File: config.mk
export PLATFORM = sky130hd
export DESIGN_NAME = instr_encode_loader
export DESIGN_NICKNAME = d
export VERILOG_FILES = /design/src/rtl/instr_encode_loader.sv
export SDC_FILE = /design/constraint.sdc
export NUM_CORES = 1
export LEC_CHECK = 0
export BUFFER_PORTS_ARGS = -buffer_cell sky130_fd_sc_hd__buf_2
export CORE_ASPECT_RATIO = 0.8
export CORE_MARGIN = 2
export CORE_UTILIZATION = 35
export CTS_BUF_LIST = sky130_fd_sc_hd__clkbuf_4
export DETAILED_ROUTE_END_ITERATION = 8
export PLACE_DENSITY = 0.59
export SETUP_SLACK_MARGIN = 0.15
export SLEW_MARGIN = 20
export SYNTH_ARGS = -nofsm -noshare
export SYNTH_HDL_FRONTEND = slang
export SYNTH_SLANG_ARGS = --single-unit
File: constraint.sdc
create_clock -name clk -period 2 [get_ports clk]
set_clock_uncertainty 0.2 [all_clocks]
set_input_delay 0.2 -clock clk [delete_from_list [all_inputs] [get_ports clk]]
set_output_delay 0.2 -clock clk [all_outputs]
set_load 0.01 [all_outputs]
File: src/rtl/instr_encode_loader.sv
`default_nettype none
// ============================================================================
// Module   : instr_encode_loader
// Purpose  : Encodes instruction fields into bytes and writes them to
//            instruction memory in sequential 8-bit-address sessions. An
//            op byte is {opcode,ra,rb}. L-format opcodes (1101/1110/1111)
//            add an immediate byte. Each session holds up to 256 bytes.
// Options  : LOADER_CHECKSUM_EN adds checksum[7:0], the XOR of the bytes
//            written in the session.
// Revision : 1.0 - initial release
// ============================================================================
module instr_encode_loader (
    input  logic       clk,
    input  logic       rst,
    input  logic       start,
    input  logic [7:0] base_addr,
    input  logic       in_valid,
    output logic       in_ready,
    input  logic [3:0] opcode,
    input  logic [1:0] ra,
    input  logic [1:0] rb,
    input  logic [7:0] imm,
    input  logic       finish,
    output logic       mem_we,
    output logic [7:0] mem_addr,
    output logic [7:0] mem_wdata,
    output logic       busy,
    output logic       done,
    output logic       err,
`ifdef LOADER_CHECKSUM_EN
    output logic [7:0] checksum,
`endif
    output logic [8:0] wr_count
);

    typedef enum logic [1:0] {
        S_IDLE   = 2'd0,
        S_READY  = 2'd1,
        S_WR_OP  = 2'd2,
        S_WR_IMM = 2'd3
    } state_t;

    state_t     r_state;
    logic [7:0] r_ptr;
    logic [8:0] r_wr_count;
    logic       r_err;
    logic       r_done;
    logic       r_we;
    logic [7:0] r_addr;
    logic [7:0] r_wdata;
    logic [7:0] r_imm;
    logic       r_is_l;
    logic       r_fits;
`ifdef LOADER_CHECKSUM_EN
    logic [7:0] r_csum;
`endif

    logic       w_is_l;
    logic [8:0] w_space;
    logic [8:0] w_len;
    logic       w_fits;
    logic [7:0] w_ptr_inc;

    // Instruction length and remaining session capacity, decided at handshake
    // so the whole instruction is either written completely or not at all.
    assign w_is_l    = (opcode >= 4'hD);
    assign w_space   = 9'd256 - r_wr_count;
    assign w_len     = w_is_l ? 9'd2 : 9'd1;
    assign w_fits    = (w_space >= w_len);
    assign w_ptr_inc = r_ptr + 8'd1;

    // Loader FSM: session control, byte sequencing and registered outputs.
    always_ff @(posedge clk) begin
        if (rst) begin
            r_state    <= S_IDLE;
            r_ptr      <= 8'd0;
            r_wr_count <= 9'd0;
            r_err      <= 1'b0;
            r_done     <= 1'b0;
            r_we       <= 1'b0;
            r_addr     <= 8'd0;
            r_wdata    <= 8'd0;
            r_imm      <= 8'd0;
            r_is_l     <= 1'b0;
            r_fits     <= 1'b0;
`ifdef LOADER_CHECKSUM_EN
            r_csum     <= 8'd0;
`endif
        end else begin
            r_done <= 1'b0;
            case (r_state)
                S_IDLE: begin
                    r_we <= 1'b0;
                    if (start) begin
                        r_state    <= S_READY;
                        r_ptr      <= base_addr;
                        r_wr_count <= 9'd0;
                        r_err      <= 1'b0;
`ifdef LOADER_CHECKSUM_EN
                        r_csum     <= 8'd0;
`endif
                    end
                end
                S_READY: begin
                    if (in_valid) begin
                        // Instruction wins over a simultaneous finish.
                        r_state <= S_WR_OP;
                        r_imm   <= imm;
                        r_is_l  <= w_is_l;
                        r_fits  <= w_fits;
                        r_we    <= w_fits;
                        r_addr  <= r_ptr;
                        r_wdata <= {opcode, ra, rb};
`ifdef LOADER_CHECKSUM_EN
                        if (w_fits) begin
                            r_csum <= r_csum ^ {opcode, ra, rb};
                        end
`endif
                    end else if (finish) begin
                        r_state <= S_IDLE;
                        r_done  <= 1'b1;
                    end
                end
                S_WR_OP: begin
                    if (r_fits) begin
                        r_ptr      <= w_ptr_inc;
                        r_wr_count <= r_wr_count + 9'd1;
                        if (r_is_l) begin
                            r_state <= S_WR_IMM;
                            r_we    <= 1'b1;
                            r_addr  <= w_ptr_inc;
                            r_wdata <= r_imm;
`ifdef LOADER_CHECKSUM_EN
                            r_csum  <= r_csum ^ r_imm;
`endif
                        end else begin
                            r_state <= S_READY;
                            r_we    <= 1'b0;
                        end
                    end else begin
                        r_err   <= 1'b1;
                        r_state <= S_READY;
                        r_we    <= 1'b0;
                    end
                end
                S_WR_IMM: begin
                    r_ptr      <= w_ptr_inc;
                    r_wr_count <= r_wr_count + 9'd1;
                    r_we       <= 1'b0;
                    r_state    <= S_READY;
                end
                default: begin
                    r_state <= S_IDLE;
                    r_we    <= 1'b0;
                end
            endcase
        end
    end

    // The strobe is masked by rst so a reset landing on a write cycle
    // suppresses that write at the same edge.
    assign mem_we    = r_we & ~rst;
    assign mem_addr  = r_addr;
    assign mem_wdata = r_wdata;
    assign in_ready  = (r_state == S_READY);
    assign busy      = (r_state != S_IDLE);
    assign done      = r_done;
    assign err       = r_err;
    assign wr_count  = r_wr_count;
`ifdef LOADER_CHECKSUM_EN
    assign checksum  = r_csum;
`endif

endmodule
`default_nettype wire

==> summary.txt, run 1 <==
STA
  • TNS Setup: 0 ns
  • Slew headroom: 0.759
  • Final WS setup: roughly 0.13 ns
  • Final slew viol count: 0
  • Highest clock rate: approximately 540 MHz
  • Final Hold Viols: 0
  • # setup viols final: 0
  • RSZ-0062 raised after global routing: true
  • Tcrit/Tclk final: 0.934
  • Min cycle time layout: around 1.9 ns
  • Worst Tran Pin Value: approximately 0.36 ns

Clock tree
  • Root buf cell: clkbuf_4
  • CTS tree: done
  • TritonCTS Sinks: 48
  • Longest Clk Path Bufs: 2
  • Clk slew on worst S/H paths: between 0.1 and 0.15 ns
  • H-tree lvl count: 2
  • CTS Buf Count: 5
  • Worst skew pair latency: between 0.3 and 0.4 ns

Synth
  • Post-Synth Adder-Cell Area: 0.0415
  • Syn Nets: about 330
  • Largest cells by area after synthesis: dfxtp_1, a21oi_1, nand2_1
  • Yosys reg bits: 48
  • Avg Cell Area, Syn: between 8 and 9 µm²
  • Synth Area in Compound Gates: 0.189
  • Register area share after synthesis: 0.398
  • Mux cell area share after synthesis: 0.0415
  • Syn Std Cell Area: around 2400 µm²
  • Area leader, netlist: dfxtp_1
  • Instance count of the mapped netlist: between 200 and 300
  • Synth top area share: 0.398
  • Synth Area in Simple Gates: 0.242
  • Unique cell type count in the Yosys netlist: just over 40
  • Largest family of logic cells by synthesized area: simple AND/OR/NAND/NOR gates
  • Post-synthesis xor/xnor area fraction: 0.0363
  • YS warnings: 0

Drt
  • Drt initial violations: between 60 and 70
  • Vias: roughly 2.4k
  • DR vias/cell: 5.01
  • DRC errors left: 0
  • Drt first pass iters: 4
  • DR WL/cell: between 10 and 15 µm
  • Post-Route WL: 6.84 mm
  • Post-route ant nets: 0

Worst setup path
  • Critical path startpoint: r_state[0]$_SDFFE_PP0P_
  • CP required: 2.10 ns
  • Crit path kind: reg -> reg
  • Worst Reg2Reg Path Length in Cells: 8
  • Crit path capture type: flop
  • Arrival time of the worst setup path: 1.97 ns
  • CP Launch Type: flop
  • Reg2Reg Capture Point: mem_addr[1]$_SDFFE_PP0P_
  • Worst-path fanout max: 8
  • R2R setup slack: 0.13 ns
  • R2r startpoint: r_state[0]$_SDFFE_PP0P_

GRT
  • Total track usage: 0.173
  • Total gr overflow: 0
  • First-pass GRT wire length: 10.8 mm
  • Initial antenna violation count: 0
  • Largest net degree at the start of global routing: 28
  • Vias in the first global route: 2193

Die
  • Die height: 78.3 µm
  • Std-Cell Rows: 27
  • Die area: 7580 µm²
  • Io pins: a little under 60
  • Starting Density: 0.355
  • Die Wd: between 90 and 100 µm
  • Core footprint: around 6800 µm²

Pwr
  • Leakage power: 1.36 nW
  • Design Power: roughly 2.2 mW
  • Worst vdd ir: ~0.00027 V
  • Pwr per Cell Area: 637 nW/µm²

Finish
  • ANT cells: 0
  • Area Overhead vs Synth: 43.4%
  • NumNets Final: about 430
  • Non-Filler Instances: approximately 480
  • Final-layout fill cell count: about 660
  • Share of layout cells above drive strength 1: 0.322

Hold path
  • Hold Path Depth: 3
  • Hold Path Class: in -> reg
  • Hold path startpoint: opcode[1]
  • Hold endpoint: mem_wdata[5]$_SDFFE_PP0P_

Run status
  • Status: finished clean

Placed design
  • Final HPWL DP: 4.51 mm
  • Cell Count Post-Placement: between 400 and 500
  • Gpl congestion: 0.785
  • Pre-CTS worst setup slack: around 0.083 ns
  • Port Buffers: 58

Flow run
  • Number of max-cap violations: 0
==> worst max-delay path by stage <==
stage,slack (ns),end,cells after the start
detailed placement,0.08,r_ptr[7]$_SDFFE_PP0P_,7
finish,0.13,mem_addr[1]$_SDFFE_PP0P_,8
global route,0.06,r_ptr[0]$_SDFFE_PP0P_,6
floorplan,0.08,wr_count[7]$_SDFFE_PP0P_,6
CTS,0.12,r_ptr[5]$_SDFFE_PP0P_,8
global placement,0.15,r_ptr[4]$_SDFFE_PP0P_,7
==> layout by cell type (no fill, tap or decap), drive strengths merged, types with 4 or more instances in the layout <==
master / n
a211oi: 12
a21oi: 26
and2: 11
buf: 85
clkbuf: 7
dfxtp: 48
dlygate4sd3: 21
ha: 8
inv: 9
mux2i: 10
nand2: 30
nand2b: 4
nand3: 12
nor2: 23
nor3: 7
nor3b: 4
nor4: 5
o21ai: 22
or3: 5
xnor2: 4
xor2: 6
==> cell usage after synthesis <==
library cell	number
dfxtp_1	48
nor2b_4	1
o21ai_0	22
and3_1	1
or2_2	1
a2111oi_0	1
nand2b_1	4
nor2b_1	2
or3_1	5
a21oi_1	26
xnor2_1	4
nand4_1	2
buf_2	6
nor2_1	23
or2b_1	1
clkbuf_2	1
buf_6	1
a21boi_1	1
nor4b_1	1
xor2_1	6
o21a_1	3
mux2i_1	10
nor3_1	7
a32oi_1	1
a31oi_1	3
a21boi_0	1
a211oi_1	12
inv_1	9
ha_1	8
o2111ai_1	3
nand2_1	30
nand4b_1	2
nor3b_1	4
o22a_1	1
a311oi_1	1
and2_1	11
clkbuf_1	12
nor4_1	5
o31ai_1	1
nand3_1	12
and4_1	2
==> final cells by class <==
type	count	area (µm²)	area share
Tap cell	87	109	0.0315
Clock buffer	5	37.5	0.0109
Sequential cell	48	971	0.281
Inverter	9	38.8	0.0112
Timing Repair Buffer	108	797	0.230
Clock inverter	3	13.8	0.00398
Multi-Input combinational cell	218	1490	0.431
==> cell families (layout without fill, tap and decap cells) <==
logic type / Yosys count / after routing
AND/OR/NAND/NOR: 114 / 114
adder cells (fa/ha/maj): 8 / 8
buffers and inverters: 29 / 125
multiplexers: 10 / 10
AO/OA/AOI/OAI: 76 / 76
XOR/XNOR: 10 / 10
flip-flops: 48 / 48
==> stage by stage <==
stage / hold slack, ns / utilization / instance area, µm²
global route: 0.00520 / 0.509 / 3460
finish: 0.00256 / 0.509 / 3460
CTS: 0.00136 / 0.475 / 3230
detailed placement: 0.248 / 0.425 / 2890
global placement: 0.245 / 0.425 / 2890
floorplan: 0.136 / - / 2440
==> power by group <==
part           switching [mW]  internal [mW]  leakage, nW
combinational           0.317          0.323        0.938
clock                   0.334          0.130       0.0324
sequential             0.0626           1.04        0.395
total                   0.713           1.49         1.36
==> timing repair <==
item                                    in CTS  in global routing
endpoints found under the hold margin       25                  0
hold buffers                                21                  0
setup buffers                                3                  5
endpoints found under the setup margin      29                 34
gates cloned                                 1                  2
resized for setup                            8                 38
pin swaps                                    1                  6
==> worst max-delay path, stage by stage, from the launching register on <==
cell and delay, ns:
dfxtp_4 0.41, inv_4 0.06, ha_4 0.16, buf_6 0.13, nand2b_4 0.14, a21boi_4 0.26, clkbuf_16 0.22, nor2_1 0.04
a211oi_1 0.19
==> per-layer routing <==
metal | global-route usage | wire length, µm | vias up
met5 | 0 | 0 | -
met4 | 0.0423 | 65 | 0
met3 | 0.0347 | 267 | 7
met2 | 0.276 | 3070 | 47
met1 | 0.241 | 3430 | 1113
li1 | - | - | 1230
==> sequential cells by signal, indices dropped and copies added, names as in the netlist, 2 cells and up <==
name and flops:
mem_addr 8, mem_wdata 8, r_imm 8, r_ptr 8
r_state 2, wr_count 9
Note: power is estimated with default switching activity, not from simulation.
==> run 2: changes to the inputs <==
MAX_ROUTING_LAYER = met4   (was default)
REMOVE_ABC_BUFFERS = 1   (was default)
==> run 2 against run 1 <==
Net effect:
- critical path depth did not move
- utilization is 4.0 points higher
- clock-buffer cell count unchanged
- critical path type unchanged
- critical endpoint is now mem_wdata[0]$_SDFFE_PP0P_
- highest routed layer unchanged
==> summary.txt, run 2 (synthesized netlist as in run 1, its figures left out) <==
STA
  • # setup viols final: 0
  • Tcrit/Tclk final: 0.949
  • Hold WS: approximately 0.024 ns
  • RSZ-0062 raised after global routing: true
  • Final Hold Viols: 0
  • Min cycle time layout: around 1.9 ns
  • Highest clock rate: ~530 MHz
  • Final WS setup: about 0.10 ns
  • Final slew viol count: 0
  • Worst Tran Pin Value: roughly 0.4 ns
  • Slew headroom: 0.733

GRT
  • Total gr overflow: 0
  • Vias in the first global route: ~2.2k
  • Largest net degree at the start of global routing: 20
  • Total track usage: 0.178
  • First-pass GRT wire length: 10.9 mm
  • Initial antenna violation count: 0

Finish
  • Area Overhead vs Synth: 54.5%
  • Multi-input gate area: roughly 1600 µm²
  • Largest register FFs: 9
  • Register area: around 970 µm²
  • Share of layout cells above drive strength 1: 0.393
  • Most common cell after layout, fill and taps aside: buf_2
  • Commonest cells after routing, fill and taps aside: buf_2, dfxtp_1, nand2_1, buf_4
  • Final-layout fill cell count: between 600 and 700
  • ANT cells: 0
  • NumNets Final: 438

Hold path
  • Hold Path Class: in -> reg
  • Hold path startpoint: rst

Flow run
  • Number of max-cap violations: 0

Die
  • Starting Density: 0.355
  • Die area: between 7000 and 8000 µm²
  • Core footprint: approximately 6800 µm²
  • Die Wd: 96.8 µm
  • Die height: slightly below 80 µm
  • Std-Cell Rows: 27
  • Io pins: slightly below 60

Worst setup path
  • CP Launch Type: flop
  • R2r startpoint: r_state[0]$_SDFFE_PP0P_
  • Crit path capture type: flop
  • Crit path kind: reg -> reg
  • Worst-path fanout max: 6
  • Arrival time of the worst setup path: 1.96 ns
  • CP required: approximately 2.1 ns
  • Critical path startpoint: r_state[0]$_SDFFE_PP0P_

Drt
  • DR WL/cell: between 10 and 15 µm
  • Post-route ant nets: 0
  • DR vias/cell: 5.16
  • Drt initial violations: 98
  • Drt first pass iters: 4
  • Vias: about 2.5k
  • DRC errors left: 0
  • Post-Route WL: a little over 7 mm

Pwr
  • Pwr per Cell Area: 650 nW/µm²
  • Sw Share: 0.313
  • Leakage power: ~1.5 nW
  • Combinational share of power: 0.303
  • Net switching power figure: roughly 0.76 mW
  • Reg power frac: 0.453
  • Int Pwr: around 1.7 mW
  • Design Power: about 2.4 mW
  • Worst vdd ir: 0.000365 V
  • Clock power share: 0.244

Clock tree
  • TritonCTS Sinks: 48
  • CTS tree: done
  • Clk slew on worst S/H paths: around 0.15 ns
  • CTS Buf Count: 5
  • Worst skew pair latency: approximately 0.37 ns
  • Root buf cell: clkbuf_4
  • Longest Clk Path Bufs: 2
  • H-tree lvl count: 2

Placed design
  • Port Buffers: between 50 and 60
  • Pre-CTS worst setup slack: 0.0121 ns
  • Final HPWL DP: 4.49 mm
  • Gpl congestion: 0.857

Run status
  • Status: finished clean
-- run 2: area by class of cell --
cell class / instances / area share
Inverter: 9 / 0.0111
Timing Repair Buffer: 119 / 0.245
Clock inverter: 3 / 0.0114
Multi-Input combinational cell: 218 / 0.433
Sequential cell: 48 / 0.260
Tap cell: 87 / 0.0292
Clock buffer: 5 / 0.0101
-- run 2: critical path: stages (launching register included) --
cell and delay [ns]:
dfxtp_4 0.40, inv_4 0.05, ha_4 0.17, buf_8 0.13
nand2b_4 0.14, a21boi_4 0.30, buf_6 0.18, clkbuf_16 0.15
a211oi_2 0.06
-- run 2: what timing repair did --
action                     CTS  global route
setup buffers                2             6
pin swaps                    5            16
setup endpoints to repair   34            37
hold endpoints to repair    20             1
resized for setup           20            71
hold buffers                20             1
cloned                       2             2
-- run 2: metal layers --
metal	track usage	up-vias	wire (µm)
li1	-	1257	-
met1	0.245	1184	3450
met2	0.276	73	3330
met3	0.0347	9	401
met4	0.0338	0	61
met5	-	-	0
-- run 2: path summary, 6_finish.rpt --
path                               endpoint  slack, ns  cells past startpoint
setup / recovery  mem_wdata[0]$_SDFFE_PP0P_       0.10                      8
hold / removal     wr_count[5]$_SDFFE_PP0P_       0.02                      4
hold reg to reg       r_imm[0]$_SDFFE_PP0P_       0.27                      2
setup reg to reg  mem_wdata[0]$_SDFFE_PP0P_       0.10                      8
-- run 2: power by group through the flow --
stage | Clock, mW | Sequential (mW) | Combinational, mW
after floorplan | 0 | 1.13 | 0.226
after global placement | 0 | 1.11 | 0.482
after detailed placement | 0 | 1.11 | 0.485
after CTS | 0.610 | 1.09 | 0.575
after global routing | 0.656 | 1.11 | 0.789
final | 0.592 | 1.10 | 0.734
-- run 2: metrics by stage --
step	setup TNS, ns	cells	cell area [µm²]	util
global placement	0	448	2960	0.436
CTS	0	480	3360	0.495
finish	0	489	3730	0.549
detailed placement	0	448	2960	0.436
global route	0	489	3730	0.549
floorplan	-18.28	275	2320	-
